==> config.mk <==
export PLATFORM = sky130hd
export DESIGN_NAME = layer_compositor
export DESIGN_NICKNAME = d
export VERILOG_FILES = /design/src/rtl/layer_compositor.sv
export SDC_FILE = /design/constraint.sdc
export NUM_CORES = 1
export LEC_CHECK = 0
export CORE_MARGIN = 4
export CORE_UTILIZATION = 45
export DETAILED_ROUTE_END_ITERATION = 16
export GPL_TIMING_DRIVEN = 0
export PLACE_DENSITY = 0.82
export SKIP_LAST_GASP = 1
export SLEW_MARGIN = 20
export SYNTH_ARGS = -nofsm -noshare
export SYNTH_HDL_FRONTEND = slang
export SYNTH_SLANG_ARGS = --single-unit
==> constraint.sdc <==
create_clock -name ClkPort -period 12.5 [get_ports ClkPort]
set_clock_uncertainty 0.2 [all_clocks]
set_input_delay 3.75 -clock ClkPort [delete_from_list [all_inputs] [get_ports ClkPort]]
set_output_delay 3.75 -clock ClkPort [all_outputs]
set_load 0.02 [all_outputs]
==> src/rtl/layer_compositor.sv <==
// Registered N-layer pixel compositor: transparency-keyed priority mux with a
// frame-synchronous enable mask, blinking indicator squares and 2-cycle timing alignment.
module layer_compositor #(
  parameter int                          NUM_LAYERS   = 16,
  parameter int                          COLOR_W      = 12,
  parameter logic [COLOR_W-1:0]          KEY_COLOR    = 12'hFFF,
  parameter logic [COLOR_W-1:0]          BG_COLOR     = 12'hFFF,
  parameter int                          NUM_IND      = 4,
  parameter int                          IND_X0       = 640,
  parameter int                          IND_PITCH    = 50,
  parameter int                          IND_Y        = 50,
  parameter int                          IND_SIZE     = 20,
  parameter logic [NUM_IND*COLOR_W-1:0]  IND_COLORS   = {12'h0FF, 12'hF0F, 12'hFF0, 12'hF00},
  parameter int                          BLINK_FRAMES = 30
) (
  input  logic                               ClkPort,
  input  logic                               Reset,
  input  logic [NUM_LAYERS*COLOR_W-1:0]      layer_rgb,
  input  logic [NUM_LAYERS-1:0]              layer_en_req,
  input  logic                               layer_en_wr,
  input  logic [NUM_IND-1:0]                 ind_on,
  input  logic [NUM_IND-1:0]                 ind_blink,
  input  logic [9:0]                         hc,
  input  logic [9:0]                         vc,
  input  logic                               hSync_in,
  input  logic                               vSync_in,
  input  logic                               bright_in,
  output logic                               hSync,
  output logic                               vSync,
  output logic                               bright,
  output logic [3:0]                         vgaR,
  output logic [3:0]                         vgaG,
  output logic [3:0]                         vgaB,
  output logic [NUM_LAYERS-1:0]              layer_en,
  output logic [$clog2(NUM_LAYERS+1)-1:0]    hit_layer
);

  localparam int HW  = $clog2(NUM_LAYERS + 1);
  localparam int FCW = (BLINK_FRAMES > 1) ? $clog2(BLINK_FRAMES) : 1;

  logic [NUM_LAYERS*COLOR_W-1:0] s1_rgb;
  logic [9:0]                    s1_hc, s1_vc;
  logic                          s1_bright, s1_hsync, s1_vsync;
  logic [COLOR_W-1:0]            s2_pix;
  logic [NUM_LAYERS-1:0]         en_shadow;
  logic [FCW-1:0]                frame_cnt;
  logic                          blink_phase;
  logic                          frame_start;
  logic [COLOR_W-1:0]            res_pix;
  logic [HW-1:0]                 res_hit;

  // s1_vsync doubles as the previous-cycle copy of vSync_in for edge detection
  assign frame_start = s1_vsync & ~vSync_in;

  always_ff @(posedge ClkPort or posedge Reset) begin
    if (Reset) begin
      s1_rgb      <= '0;
      s1_hc       <= '0;
      s1_vc       <= '0;
      s1_bright   <= 1'b0;
      s1_hsync    <= 1'b1;
      s1_vsync    <= 1'b1;
      s2_pix      <= '0;
      hit_layer   <= HW'(NUM_LAYERS);
      hSync       <= 1'b1;
      vSync       <= 1'b1;
      bright      <= 1'b0;
      en_shadow   <= '1;
      layer_en    <= '1;
      frame_cnt   <= '0;
      blink_phase <= 1'b1;
    end else begin
      s1_rgb    <= layer_rgb;
      s1_hc     <= hc;
      s1_vc     <= vc;
      s1_bright <= bright_in;
      s1_hsync  <= hSync_in;
      s1_vsync  <= vSync_in;
      s2_pix    <= res_pix;
      hit_layer <= res_hit;
      hSync     <= s1_hsync;
      vSync     <= s1_vsync;
      bright    <= s1_bright;
      if (layer_en_wr)
        en_shadow <= layer_en_req;
      if (frame_start) begin
        layer_en <= layer_en_wr ? layer_en_req : en_shadow;
        if (frame_cnt == FCW'(BLINK_FRAMES - 1)) begin
          frame_cnt   <= '0;
          blink_phase <= ~blink_phase;
        end else begin
          frame_cnt <= frame_cnt + FCW'(1);
        end
      end
    end
  end

  // Ascending loops let the highest index win; indicators override layers, blanking overrides all
  always_comb begin
    logic               ind_hit;
    logic [COLOR_W-1:0] ind_col;
    logic [10:0]        x11, y11;
    res_pix = BG_COLOR;
    res_hit = HW'(NUM_LAYERS);
    ind_hit = 1'b0;
    ind_col = '0;
    x11     = {1'b0, s1_hc};
    y11     = {1'b0, s1_vc};
    for (int i = 0; i < NUM_LAYERS; i++) begin
      if (layer_en[i] && (s1_rgb[i*COLOR_W +: COLOR_W] != KEY_COLOR)) begin
        res_pix = s1_rgb[i*COLOR_W +: COLOR_W];
        res_hit = HW'(i);
      end
    end
    for (int i = 0; i < NUM_IND; i++) begin
      if (ind_on[i] && (!ind_blink[i] || blink_phase) &&
          (x11 >= 11'(IND_X0 + i*IND_PITCH)) && (x11 < 11'(IND_X0 + i*IND_PITCH + IND_SIZE)) &&
          (y11 >= 11'(IND_Y)) && (y11 < 11'(IND_Y + IND_SIZE))) begin
        ind_hit = 1'b1;
        ind_col = IND_COLORS[i*COLOR_W +: COLOR_W];
      end
    end
    if (ind_hit) begin
      res_pix = ind_col;
      res_hit = HW'(NUM_LAYERS);
    end
    if (!s1_bright) begin
      res_pix = '0;
      res_hit = HW'(NUM_LAYERS);
    end
  end

  assign vgaR = s2_pix[COLOR_W-1 -: 4];
  assign vgaG = s2_pix[COLOR_W-5 -: 4];
  assign vgaB = s2_pix[COLOR_W-9 -: 4];

endmodule
==> flow_summary.ini, run 1 <==
[critical_path]
crit_arrival_ns = 1.91
ff2ff_path_depth = 7
critPathRequiredTime_ns = 8.55
critPathTopFamily = buffers and inverters
crit_end_element = output pin
worstPathMaxFanout = 8
crit_buf_inv = 1
critical_path.startpoint_type = flip-flop
worstReg2RegStart = s1_rgb[172]
rrSetupSlack_ns = 9.22
timing.critical_path.slowest_stage_cell = sky130_fd_sc_hd__clkdlybuf4s50_1
slowest_delay_ns = 0.71
critical_path.reg2reg.endpoint = s2_pix[2]
worstPathCellList = clkdlybuf4s50_1
crit_path_kind = reg -> out

[clock_network]
clock_latency_ns = 0.54
clk_root_buffer_cell = sky130_fd_sc_hd__clkbuf_16
cts_max_level = 1
numCtsBuffers = 28
cts_setup_buffers = 0
cts_tree = yes
cts_hold_buf = 0
clock-sinks = 271
clk_pin_slew_ns = 0.06
number_of_cells_upsized_or_downsized_after_cts = 0
cts-root-to-sink-buffers = 3

[detailed_routing]
final_antenna_net_count = 0
totalWireLength_um = 32810
num_vias = 8301
detailedRoute.firstPassIterationCount = 5
drt_iter0_markers = 947
drt_drc_violations_left = 0
post_drt_wl_per_cell_um = 23.44
routed_via_density = 5.929

[yosys]
post_synthesis_compound_gate_area_fraction_pct = 17.34
number_of_enable_flip_flop_cells_after_synthesis = 0
synth_fp_nets = 1036
synth_top_family_by_area = compound AO/OA/AOI/OAI gates
share_of_synthesized_area_spent_on_multiplexers_pct = 2.737
synth_largest_type_area_fraction_pct = 56.93
ys_top_cells_by_area = sky130_fd_sc_hd__dfrtp_1 (57%), sky130_fd_sc_hd__dfstp_2 (9.7%), sky130_fd_sc_hd__nand4_1 (3.3%)
ys_dominant_reg_cell = sky130_fd_sc_hd__dfrtp_1
synth-seq-area-share_pct = 66.68
synth.yosys.warnings = 0
yosysTopAreaCell = sky130_fd_sc_hd__dfrtp_1
synth-simple-area-share_pct = 10.95
synth_area_um2 = 10240
synthXorXnorAreaFrac_pct = 0.08552
synth_adder_area_share_pct = 0.2443
synth_most_common_cell = sky130_fd_sc_hd__dfrtp_1
distinct_cell_type_count_of_the_synthesized_netlist = 73
postSynthRegisterBits = 271
syn-instance-count = 792
synth_top_cells_by_count = sky130_fd_sc_hd__dfrtp_1 (233), sky130_fd_sc_hd__nand4_1 (54), sky130_fd_sc_hd__nand2_1 (45), sky130_fd_sc_hd__nor2_1 (42), sky130_fd_sc_hd__o21ai_0 (41)
postSynth.asyncResetShare_pct = 100.0
syn_area_per_cell_um2 = 12.93

[floorplanning]
boundaryPins = 278
die_width_um = 158.9
chipHeight_um = 158.9
core.rowCount = 54
floorplan.die_area_um2 = 25230
initial_core_util_pct = 46.35
core_um2 = 22090

[layout]
area_delta_synth_final_pct = 39.89
layout-drive-gt1-share_pct = 12.32
num-fill-cells = 1674
antenna-diode-count = 0
finish.net_count = 1342

[place]
globalplace.congestion = 0.9205
place.port_buffers = 274
hpwl_um = 25180

[global_routing]
antenna_found_initial = 0
grt_first_pass_wirelength_um = 49940
grt-ovfl-total = 0
grt_max_degree = 112
via_count_of_the_first_global_routing_pass = 8730
grt_util_all_layers_pct = 25.20

[timing]
maxSlewHeadroom_pct = 41.84
timing.final.crit_period_ns = 5.863
rsz_0062_raised_after_global_routing = false
tns_ns = 0
period_share_pct = 46.90
worstMarginPinSlew_ns = 0.8504
hold_slack_ns = 0.1572
final_max_slew_viol_count = 0
finalSetupViolations = 0
hold_viol = 0
fmax_mhz = 170.6

[hold_path]
worstHoldStart = s1_hsync
worstHoldEndpoint = hSync
min_path_cells = 0
holdCritPathClass = reg -> reg

[flow_run]
cap_viol_max_count = 0

[status]
status = complete, no violations

[pwr]
p_total_uw = 2233
max-vdd-ir-drop_uv = 92.98
p_leak_uw = 0.005703
power_density_nw_per_um2 = 155.9
## metrics by stage
step / utilization (%) / instance area, um^2 / setup slack (ns) / cells
global route: 64.84 / 14330 / 6.591 / 1400
global placement: 60.35 / 13330 / -1.651 / 1346
detailed placement: 60.64 / 13400 / 6.381 / 1348
CTS: 64.84 / 14330 / 6.621 / 1400
floorplan: - / 10240 / 1.146 / 792
finish: 64.84 / 14330 / 6.637 / 1400
## metal layers
layer | part of all wire [%] | global-route usage (%) | vias up | wire [um]
met5 | 0 | 0 | - | 0
met4 | 4.2 | 8.797 | 0 | 1370
met3 | 9.4 | 6.558 | 101 | 3088
met2 | 47 | 41.02 | 503 | 15380
met1 | 40 | 33.13 | 4062 | 12970
li1 | - | - | 3635 | -
## cell usage in the layout, fill, tap and decap left out, drive strengths merged, types with 3 or more instances in the layout
master / synthesis / routed
a2111oi: 4 / 4
a21oi: 35 / 35
a221o: 5 / 5
a221oi: 18 / 18
a22oi: 5 / 5
a311oi: 3 / 3
a31o: 4 / 4
a31oi: 14 / 14
and3: 4 / 4
buf: 5 / 7
clkbuf: 20 / 58
clkdlybuf4s50: 0 / 274
clkinv: 0 / 8
clkinvlp: 0 / 3
dfrtp: 233 / 233
dfstp: 38 / 38
inv: 24 / 25
mux2: 24 / 24
nand2: 45 / 45
nand2b: 11 / 11
nand3: 14 / 14
nand3b: 5 / 5
nand4: 54 / 54
nor2: 42 / 42
nor2b: 8 / 8
nor3: 17 / 17
o2111ai: 8 / 8
o211ai: 9 / 9
o21a: 4 / 4
o21ai: 45 / 45
o221a: 3 / 3
o221ai: 15 / 15
o22ai: 7 / 7
o31a: 12 / 12
o31ai: 21 / 21
or3: 4 / 4
## registers in the layout (all words and copies together) (netlist names)
register / cells
blink_phase: 1
bright: 1
en_shadow: 16
frame_cnt: 5
hSync: 1
hit_layer: 5
layer_en: 16
s1_bright: 1
s1_hc: 9
s1_hsync: 1
s1_rgb: 192
s1_vc: 9
s1_vsync: 1
s2_pix: 12
vSync: 1
## layout make-up
type,count,area (um^2),area share (%)
Buffer,25,111.4,0.7773
Timing Repair Buffer,276,2798,19.53
Inverter,24,97.59,0.6812
Clock buffer,38,788.3,5.502
Clock inverter,14,141.4,0.9869
Sequential cell,271,6829,47.67
Multi-Input combinational cell,472,3211,22.41
Tap cell,280,350.3,2.445
## how the worst max path moves through the flow
stage	from	end	slack (ns)	cells after the start
2_1_floorplan	Reset	bright	1.15	1
3_3_place_gp	Reset	s1_rgb[5]	-1.65	2
3_5_place_dp	ind_blink[2]	s2_pix[6]	6.38	8
4_1_cts	layer_en[10]	layer_en[10]	6.62	1
5_1_grt	layer_en[10]	layer_en[10]	6.59	1
6_report	layer_en[10]	layer_en[10]	6.64	1
## power breakdown
group / internal (uW) / switching (uW)
clock: 485 / 340
sequential: 954 / 59.9
combinational: 179 / 215
total: 1620 / 616
## cell families after synthesis
group	Yosys count
flops	271
xor+xnor	1
buf+inv	49
mux	25
fa+ha+maj	2
simple gates	214
compound gates	230
No activity file was read; power rests on OpenSTA's default activity.
==> run 2, diff against run 1 <==
==> constraint.sdc (replaced) <==
create_clock -name ClkPort -period 5.47 [get_ports ClkPort]
set_clock_uncertainty 0.2 [all_clocks]
set_input_delay 1.641 -clock ClkPort [delete_from_list [all_inputs] [get_ports ClkPort]]
set_output_delay 1.641 -clock ClkPort [all_outputs]
set_load 0.02 [all_outputs]
==> flow_summary.ini, run 2 (same netlist as run 1, synthesis figures left out) <==
[flow_run]
cap_viol_max_count = 0

[floorplanning]
boundaryPins = 278
core.rowCount = 54
initial_core_util_pct = 46.35
chipHeight_um = 158.9
floorplan.die_area_um2 = 25230
die_width_um = 158.9
core_um2 = 22090

[pwr]
p_leak_uw = 0.005783
power_density_nw_per_um2 = 360.9
max-vdd-ir-drop_uv = 266.7

[timing]
timing.final.crit_period_ns = 3.727
rsz_0062_raised_after_global_routing = false
period_share_pct = 68.13
finalSetupViolations = 0
worstMarginPinSlew_ns = 0.8051
hold_viol = 0
postLayoutSetupSlackWorst_ns = 1.743
maxSlewHeadroom_pct = 44.94
final_max_slew_viol_count = 0
fmax_mhz = 268.3

[layout]
multiInputGateArea_um2 = 3211
post_layout_instance_count_excluding_filler_cells = 1405
largest-register = s1_rgb
area_delta_synth_final_pct = 41.33
largest_register_ff_count = 192
finish.net_count = 1347
mostFrequentLayoutCell = sky130_fd_sc_hd__clkdlybuf4s50_1
layout-drive-gt1-share_pct = 13.08
top_regs = s1_rgb: 192 flops, en_shadow: 16 flops, layer_en: 16 flops
layout.area.seq_um2 = 6829
num-fill-cells = 1641
mostFrequentLayoutCells = sky130_fd_sc_hd__clkdlybuf4s50_1 (274), sky130_fd_sc_hd__dfrtp_1 (233), sky130_fd_sc_hd__nand4_1 (54)
finalCoreUtilization_pct = 65.51

[critical_path]
crit_path_kind = reg -> out
crit_arrival_ns = 1.89
critPathRequiredTime_ns = 3.63
critical_path.startpoint_type = flip-flop
timing.critical_path.slowest_stage_cell = sky130_fd_sc_hd__clkdlybuf4s50_1
critical_path.reg2reg.endpoint = s2_pix[2]
critPathTopFamily = buffers and inverters
ff2ff_path_depth = 7
worstPathCellList = clkdlybuf4s50_1
crit_buf_inv = 1
slowest_delay_ns = 0.69
crit_end_element = output pin
worstReg2RegStart = s1_rgb[191]
worstPathMaxFanout = 8
rrSetupSlack_ns = 2.21

[global_routing]
grt_first_pass_wirelength_um = 50590
via_count_of_the_first_global_routing_pass = 8772
grt_util_all_layers_pct = 25.57
grt_max_degree = 38
antenna_found_initial = 1
grt-ovfl-total = 0

[hold_path]
worstHoldEndpoint = hSync
holdCritPathClass = reg -> reg
worstHoldStart = s1_hsync
min_path_cells = 0

[clock_network]
cts_max_level = 1
cts-root-to-sink-buffers = 3
clk_pin_slew_ns = 0.06
clock_latency_ns = 0.54
cts_setup_buffers = 0
clock-sinks = 271
cts_tree = yes
clk_root_buffer_cell = sky130_fd_sc_hd__clkbuf_16
cts_hold_buf = 0
number_of_cells_upsized_or_downsized_after_cts = 0
numCtsBuffers = 27

[detailed_routing]
totalWireLength_um = 33250
num_vias = 8288
detailedRoute.firstPassIterationCount = 5
routed_via_density = 5.899
drt_iter0_markers = 823
final_antenna_net_count = 0
post_drt_wl_per_cell_um = 23.67
drt_drc_violations_left = 0

[status]
status = complete, no violations

[place]
globalplace.congestion = 0.9449
preCtsSetupSlack_ns = 1.437
place.port_buffers = 274
numPlacedInstances = 1354
hpwl_um = 25970
run 2: how the worst max path moves through the flow:
| stage | startpoint | to | cells after the start |
|---|---|---|---|
| after floorplan | Reset | bright | 1 |
| after global placement | Reset | s1_rgb[131] | 2 |
| after detailed placement | ind_blink[2] | s2_pix[6] | 8 |
| after CTS | layer_en[10] | layer_en[10] | 1 |
| after global routing | layer_en[10] | layer_en[10] | 1 |
| final | layer_en[10] | layer_en[10] | 1 |
run 2: cell type report:
| cell class | count | area share [%] |
|---|---|---|
| Sequential cell | 271 | 47.18 |
| Multi-Input combinational cell | 472 | 22.18 |
| Timing Repair Buffer | 282 | 20.06 |
| Clock buffer | 34 | 5.265 |
| Tap cell | 280 | 2.420 |
| Clock inverter | 16 | 1.461 |
| Buffer | 25 | 0.7694 |
| Inverter | 24 | 0.6483 |
| Antenna cell | 1 | 0.01729 |
run 2: where the power goes:
group	internal [uW]	switching [uW]	total, uW
sequential	2180	137	2320
combinational	417	493	910
clock	1220	777	2000
total	3820	1410	5220
run 2: routing by layer:
metal,vias up,routed length [um],GRT usage [%]
met5,-,0,0
met4,0,1218,8.876
met3,76,2979,5.417
met2,475,15650,41.73
met1,4098,13400,34.38
li1,3639,-,-
run 2: per-stage QoR:
stage          area [um^2]  hold slack, ns  power, uW  TNS, ns
2_1_floorplan        10240          0.1452       2751        0
3_3_place_gp         13340          0.1474       3212  -372.95
3_5_place_dp         13500          0.1475       3238        0
4_1_cts              14470          0.1563       5244        0
5_1_grt              14470          0.1613       5419        0
6_report             14470          0.1548       5223        0
==> run 3, diff against run 2 <==
==> constraint.sdc (replaced) <==
create_clock -name ClkPort -period 3.5 [get_ports ClkPort]
set_clock_uncertainty 0.2 [all_clocks]
set_input_delay 1.05 -clock ClkPort [delete_from_list [all_inputs] [get_ports ClkPort]]
set_output_delay 1.05 -clock ClkPort [all_outputs]
set_load 0.02 [all_outputs]
==> results of run 3 <==
Same layout as run 2 (identical final DEF). Status: complete, no violations.
Main changes from that run: setup slack after placement 1.437 ns -> 0.05761 ns; clock-pin slew on the worst setup and hold paths 0.06 ns -> 0.07 ns; setup slack after layout 1.743 ns -> 0.2429 ns; start point of the critical path layer_en[10] -> s1_rgb[191]; end point of the critical path layer_en[10] -> s2_pix[2]; register-to-register setup slack 2.21 ns -> 0.24 ns; total power 5223 uW -> 8163 uW; worst IR drop on VDD 266.7 uV -> 416.8 uV
